--- src/rtl/debug_tx_sequencer.sv ---
// Streams a post-run state dump (PC, cycle count, register file, data memory) to UART_tx,
// four bytes per word, MSB first, driving the register-file and memory read ports itself.
module debug_tx_sequencer #(
  parameter int SIZE_TRAMA    = 8,
  parameter int BITS_SIZE     = 32,
  parameter int NUM_REGS      = 32,
  parameter int NUM_MEM_WORDS = 16,
  parameter int REG_ADDR_BITS = 5,
  parameter int MEM_ADDR_BITS = 4
) (
  input  logic                     i_clk,
  input  logic                     i_reset,
  input  logic                     i_start,
  input  logic [BITS_SIZE-1:0]     i_pc,
  input  logic [BITS_SIZE-1:0]     i_clk_count,
  output logic [REG_ADDR_BITS-1:0] o_reg_addr,
  input  logic [BITS_SIZE-1:0]     i_reg_data,
  output logic [MEM_ADDR_BITS-1:0] o_mem_addr,
  input  logic [BITS_SIZE-1:0]     i_mem_data,
  output logic                     o_tx_start,
  output logic [SIZE_TRAMA-1:0]    o_tx_data,
  input  logic                     i_tx_done,
  output logic                     o_busy,
  output logic                     o_done
);

  localparam int LAST      = NUM_REGS + NUM_MEM_WORDS + 1;
  localparam int WIDX_BITS = $clog2(LAST + 1);

  localparam logic [WIDX_BITS-1:0] WIDX_ONE  = WIDX_BITS'(1);
  localparam logic [WIDX_BITS-1:0] WIDX_TWO  = WIDX_BITS'(2);
  localparam logic [WIDX_BITS-1:0] WIDX_NREG = WIDX_BITS'(NUM_REGS);
  localparam logic [WIDX_BITS-1:0] REG_END   = WIDX_BITS'(NUM_REGS + 1);
  localparam logic [WIDX_BITS-1:0] WIDX_LAST = WIDX_BITS'(LAST);

  typedef enum logic [2:0] {
    IDLE, LOAD, SEND, WAIT, NEXT, ADDR, DONE
  } state_t;

  state_t state, state_next;

  logic [BITS_SIZE-1:0]     pc_q, cnt_q, shift;
  logic [WIDX_BITS-1:0]     widx, widx_inc;
  logic [1:0]               bidx;
  logic [REG_ADDR_BITS-1:0] reg_addr_q;
  logic [MEM_ADDR_BITS-1:0] mem_addr_q;
  logic                     last_word, word_is_reg, next_is_reg, next_is_mem;

  assign widx_inc    = widx + WIDX_ONE;
  assign last_word   = (widx == WIDX_LAST);
  assign word_is_reg = (widx <= REG_END);
  assign next_is_reg = (widx_inc >= WIDX_TWO) && (widx_inc <= REG_END);
  assign next_is_mem = (widx_inc > REG_END);

  assign o_tx_data  = shift[BITS_SIZE-1 -: SIZE_TRAMA];
  assign o_reg_addr = reg_addr_q;
  assign o_mem_addr = mem_addr_q;

  always_ff @(posedge i_clk or negedge i_reset) begin
    if (!i_reset) state <= IDLE;
    else          state <= state_next;
  end

  always_comb begin
    state_next = state;
    o_tx_start = 1'b0;
    o_done     = 1'b0;
    o_busy     = 1'b1;
    case (state)
      IDLE: begin
        o_busy = 1'b0;
        if (i_start) state_next = LOAD;
      end
      LOAD: state_next = SEND;
      SEND: begin
        o_tx_start = 1'b1;
        state_next = WAIT;
      end
      WAIT: begin
        if (i_tx_done) state_next = (bidx == 2'd3) ? NEXT : SEND;
      end
      NEXT: state_next = last_word ? DONE : ADDR;
      ADDR: state_next = LOAD;
      DONE: begin
        o_done     = 1'b1;
        o_busy     = 1'b0;
        state_next = IDLE;
      end
      default: state_next = IDLE;
    endcase
  end

  // Word source is selected by widx; read addresses are issued one state ahead of LOAD
  always_ff @(posedge i_clk or negedge i_reset) begin
    if (!i_reset) begin
      pc_q       <= '0;
      cnt_q      <= '0;
      shift      <= '0;
      widx       <= '0;
      bidx       <= '0;
      reg_addr_q <= '0;
      mem_addr_q <= '0;
    end else begin
      case (state)
        IDLE: begin
          if (i_start) begin
            pc_q  <= i_pc;
            cnt_q <= i_clk_count;
            widx  <= '0;
          end
        end
        LOAD: begin
          if (widx == '0)       shift <= pc_q;
          else if (widx == WIDX_ONE) shift <= cnt_q;
          else if (word_is_reg) shift <= i_reg_data;
          else                  shift <= i_mem_data;
          bidx <= '0;
        end
        WAIT: begin
          if (i_tx_done && bidx != 2'd3) begin
            shift <= shift << SIZE_TRAMA;
            bidx  <= bidx + 2'd1;
          end
        end
        NEXT: begin
          if (!last_word) begin
            widx <= widx_inc;
            if (next_is_reg) reg_addr_q <= REG_ADDR_BITS'(widx_inc - WIDX_TWO);
            if (next_is_mem) mem_addr_q <= MEM_ADDR_BITS'(widx_inc - WIDX_TWO - WIDX_NREG);
          end
        end
        DONE: begin
          reg_addr_q <= '0;
          mem_addr_q <= '0;
        end
        default: ;
      endcase
    end
  end

endmodule
--- config.mk ---
export PLATFORM = sky130hd
export DESIGN_NAME = debug_tx_sequencer
export DESIGN_NICKNAME = d
export VERILOG_FILES = /design/src/rtl/debug_tx_sequencer.sv
export SDC_FILE = /design/constraint.sdc
export NUM_CORES = 1
export LEC_CHECK = 0
export ABC_AREA = 1
export ABC_CLOCK_PERIOD_IN_PS = 3200
export BUFFER_PORTS_ARGS = -buffer_cell sky130_fd_sc_hd__buf_2
export CAP_MARGIN = 15
export CORE_MARGIN = 5
export CORE_UTILIZATION = 38
export CTS_CLUSTER_SIZE = 12
export DETAILED_ROUTE_END_ITERATION = 10
export GPL_ROUTABILITY_DRIVEN = 0
export HOLD_SLACK_MARGIN = 0.1
export PLACE_DENSITY = 0.64
export SYNTH_ARGS = -nofsm -noshare
export SYNTH_HDL_FRONTEND = slang
export SYNTH_SLANG_ARGS = --single-unit
--- constraint.sdc ---
create_clock -name i_clk -period 3.2 [get_ports i_clk]
set_clock_uncertainty 0.2 [all_clocks]
set_input_delay 0.64 -clock i_clk [delete_from_list [all_inputs] [get_ports i_clk]]
set_output_delay 0.64 -clock i_clk [all_outputs]
set_load 0.05 [all_outputs]
# ---- Word-level counts from Yosys, hierarchy flattened
# Index checks and enable logic that the tools add are counted.
# W data, S select, Z words.
dict set report totals {
  regBits 116
  in_bits 132
  output_inout_bits 20
}
dict set report classes {
  add_sub_neg 4
  n_lt_le_gt_ge 4
  eq_ne 16
  n_mux 24
  n_reduce_logical 14
}
# cell n
set ops {}
lappend ops {{$mux W32} 4}
lappend ops {{$pmux W32 S2} 1}
lappend ops {{$pmux W3 S6} 1}
lappend ops {{$ne A2 B2 Y1 const B} 7}
lappend ops {{$le A6 B6 Y1 const B} 2}
lappend ops {{$mux W6} 2}
lappend ops {{$pmux W6 S2} 1}
lappend ops {{$mux W5} 2}
lappend ops {{$pmux W5 S2} 1}
lappend ops {{$eq A3 B3 Y1 const B} 3}
lappend ops {{$mux W3} 3}
lappend ops {{$reduce_and A3 Y1} 3}
lappend ops {{$mux W4} 2}
lappend ops {{$pmux W4 S2} 1}
lappend ops {{$add A6 B1 Y6 const B} 1}
lappend ops {{$eq A3 B2 Y1 const B} 2}
lappend ops {{$eq A6 B1 Y1 const B} 1}
lappend ops {{$eq A6 B6 Y1 const B} 1}
lappend ops {{$ge A6 B2 Y1 const B} 1}
lappend ops {{$gt A6 B6 Y1 const B} 1}
lappend ops {{$logic_not A6 Y1} 1}
lappend ops {{$reduce_and A2 Y1} 3}
lappend ops {{$reduce_bool A2 Y1} 3}
lappend ops {{$sub A5 B2 Y5 const B} 1}
lappend ops {{other kinds (10)} 14}

# ---- Logic depth before layout (Yosys ltp)
dict set report depth {
  word_depth 6
  mapped_depth 13
  depth_no_buf 13
}

# ---- Least setup slack after synthesis
# OpenSTA, ideal clock, no wires.
dict set report synth_timing {
  kind {reg2out}
  startpoint {register state[1]}
  endpoint {output port o_busy}
  arrival_ns 2.244
  t_required_ns 2.360
  path_slack_ns 0.116
  path_stages_with_launch 6
  n_path_buf 0
  path_cell_list {dfrtp_1 inv_1 nor3_1 inv_1 nand2_1 inv_1}
}
dict set report synth_between {
  elab_chain_cells 3
  elab_cells_between_ends 4
}
# element line_no
set synth_rtl {}
lappend synth_rtl {{from (decl)} 40} ;# state_t state, state_next;
lappend synth_rtl {{from (signal assigned)} 61} ;# else state <= state_next;
lappend synth_rtl {{$eq A3 B3 Y1 / $logic_not A3 Y1 (equally long branches)} 69} ;# case (state)
lappend synth_rtl {{$reduce_or A2 Y1 (no line) (*)} --}
lappend synth_rtl {{$mux W1 (*)} 69}
lappend synth_rtl {{to (decl)} 23} ;# output logic o_busy,
# Mark *: on every way between the ends. The rest lies on a longest branch, timed or not.

# ---- Worst setup path in the final report
# Same ends and word-level chain as after synthesis.

==> results.tsv <==
stage	metric	value	unit
placement	IO Port Bufs	151	
setup_path	slowest stage delay, CP	390	ps
routing	drt wl/cell	15.7	um
setup_path	CP Class	reg -> out	
setup_path	Worst path top cell family by delay	buffers and inverters	
final_layout	Layout Nets	1050	
synthesis	EDFF count, synth	0	
floorplanning	core area	0.0159	mm^2
routing	Via Count	5598	
routing	Initial DRC Count	394	
setup_path	CP Capture Type	primary output	
power	Leak	4.02	nW
power	cell area power density	974	mW/mm^2
floorplanning	Rows	46	
synthesis	top post-synthesis cells by area	dfrtp_1 (47%), a21oi_1 (10%), nand2_1 (8.8%), mux2_2 (6.9%), nor2_1 (5.7%)	
min_path	Hold Path Stages	2	
clock_tree	clk root buf	clkbuf_16	
synthesis	Synth Area in Compound Gates	12.8	%
outcome	status	finished clean	
floorplanning	chip width	138	um
clock_tree	Num CTS Buffers	17	
global_routing	global-route wire length before repair	28.4	mm
min_path	Hold Path Sink	pc_q[27]	
synthesis	Yosys warnings	0	
timing	unrepaired setup endpoints after global routing	no	
setup_path	critical path startpoint category	register	
floorplanning	Die Height	138	um
setup_path	reg2reg end	pc_q[14]	
clock_tree	CTS sink cnt	116	
timing	FMAX	401	MHz
clock_tree	Worst-path clk slew	50	ps
final_layout	commonest non-fill, non-tap cells in the layout	buf_2 (150), nand2_1 (146), a21oi_1 (126)	
clock_tree	clk_lat worst skew	410	ps
synthesis	top cell type's share of synthesized area	46.7	%
synthesis	Synth Cell Area	0.00622	mm^2
synthesis	Main synth FF type	dfrtp_1	
global_routing	number of antenna violations at the first check in global routing	0	
setup_path	worst-path maximum fanout	7	
routing	Pre-antenna DRT Iters	4	
setup_path	Reg2Reg Setup Slack	810	ps
timing	worst setup margin	707	ps
global_routing	total grt overflow	0	
placement	Post-Place Worst Slack	815	ps
final_layout	layout cell share with drive strength beyond 1	27.0	%
routing	Via density	4.91	
run	Max Cap Violations	0	
timing	Rel. slew slack	50.7	%
floorplanning	initial core utilization	39.0	%
placement	Detail Placement HPWL	12.9	mm
timing	Slew Limit Fails	0	
power	maximum vdd ir drop	0.438	mV
synthesis	Seq cells post-synth	116	
min_path	HP Class	in -> reg	
synthesis	Async SR Flop Fraction	100	%
setup_path	critical path, cell by cell	inv_1, nor3_1, buf_4, inv_1, nand2_1, inv_1, buf_2	
floorplanning	Ports	152	
synthesis	Syn Area/Cell	8.01	um^2
timing	worst slew pin tran	739	ps
synthesis	adder-cell area share of the yosys netlist	1.21	%
setup_path	WP data arrival	1650	ps
setup_path	Slowest-stage cell, CP	dfrtp_1	
synthesis	Post-Syn Instances	776	
synthesis	XOR/XNOR Fraction of Synth Area	0	%
synthesis	post-synthesis simple-gate area fraction	23.5	%
synthesis	main combinational cell family by area after synthesis	simple AND/OR/NAND/NOR gates	
setup_path	crit-path most repeated cell	inv_1	
routing	Detailed Route WL	18.0	mm
min_path	hold_sp	i_pc[27]	
timing	fin crit share	77.9	%
synthesis	register area share after synthesis	46.7	%
clock_tree	Clock Tree Buf Depth	2	
timing	Final min period	2490	ps
global_routing	vias in the first global route	5547	
routing	Final ANT Viol Nets	0	
timing	WHS	256	ps
timing	Setup TNS Final	0	ps
global_routing	pin count of the biggest net entering global routing	52	
global_routing	total track usage	19.4	%
routing	drc violations	0	
final_layout	antenna cells	0	
synthesis	synthesized net count	914	
setup_path	WP data required	2360	ps
synthesis	Cell variety after synth	29	
final_layout	Area Growth Syn to Fin	25.3	%
setup_path	FF-to-FF path depth	5	
clock_tree	setup bufs post-CTS	0	
timing	final hold violation count	0	
floorplanning	DIE AREA	0.0190	mm^2
setup_path	r2r startpoint	state[0]	
clock_tree	CTS tree	built	
setup_path	worst path bufs/invs	5	
power	Overall Power	7.59	mW
timing	final setup fails	0	
synthesis	area leader, netlist	dfrtp_1	
synthesis	mux share of post-synthesis cell area	6.88	%
clock_tree	H-tree Lvls	4	
final_layout	commonest non-fill, non-tap cell in the layout	buf_2	
-- registers in the layout, summed over array words and instances, names as in the netlist --
| name | count |
|---|---|
| o_mem_addr | 4 |
| bidx | 2 |
| shift | 32 |
| o_reg_addr | 5 |
| widx | 6 |
| pc_q | 32 |
| state | 3 |
| cnt_q | 32 |
-- stage by stage --
stage	cell area, um^2	cells	utilization [%]
2_1_floorplan	6220	776	-
3_3_place_gp	7110	1108	44.6
3_5_place_dp	7110	1108	44.6
4_1_cts	7790	1141	48.9
5_1_grt	7790	1141	48.9
6_report	7790	1141	48.9
-- metal layers --
metal	up-vias	GRT usage [%]	part of all wire (%)
met3	25	4.50	6.0
met5	-	0	0
met1	2613	26.6	47
met4	0	6.59	1.4
met2	168	30.3	46
li1	2792	-	-
-- cell usage after synthesis (2+ instances only) --
cell	count
a21oi_1	126
buf_2	21
buf_4	14
clkbuf_1	13
dfrtp_1	116
ha_1	6
inv_1	72
inv_2	6
mux2_2	38
nand2_1	146
nand2_2	3
nand3_1	53
nand3b_1	24
nand4_1	3
nor2_1	94
nor2_2	2
nor2_4	2
nor3_1	3
o21ai_0	14
o21ai_1	9
o22ai_1	3
-- how the worst max path moves through the flow --
stage	from	end	slack (ps)	cells past startpoint
floorplan	state[1]	o_busy	120	5
global placement	i_start	pc_q[14]	810	5
detailed placement	state[2]	pc_q[14]	810	5
CTS	state[1]	o_busy	690	7
global route	state[1]	o_busy	570	7
finish	state[1]	o_busy	710	7
-- timing repair --
| action | CTS | global route |
|---|---|---|
| endpoints found under the hold margin | 35 | 0 |
| hold buffers | 1 | 0 |
| gates resized for setup | 0 | 0 |
-- cell type report --
cell class / count / area [um^2]
repair buffers: 166 / 886
well taps: 216 / 270
clock inverters: 10 / 200
clock buffers: 22 / 474
inverters: 79 / 297
multi-input cells: 532 / 2760
flip-flops and latches: 116 / 2900
fillers: 1586 / 8150
-- report_power, final --
group	internal, mW	switching (mW)	total [mW]
registers	2.16	0.346	2.50
logic	1.01	1.91	2.92
clock network	1.52	0.654	2.17
total	4.68	2.91	7.59
-- kinds of logic (layout without fill, tap and decap cells) --
logic type      after synthesis  count (layout)
mux                          38              38
fa+ha+maj                     6               6
flops                       116             116
compound gates              155             155
buf+inv                     128             277
simple gates                333             333
(Power assumes the default switching activity.)
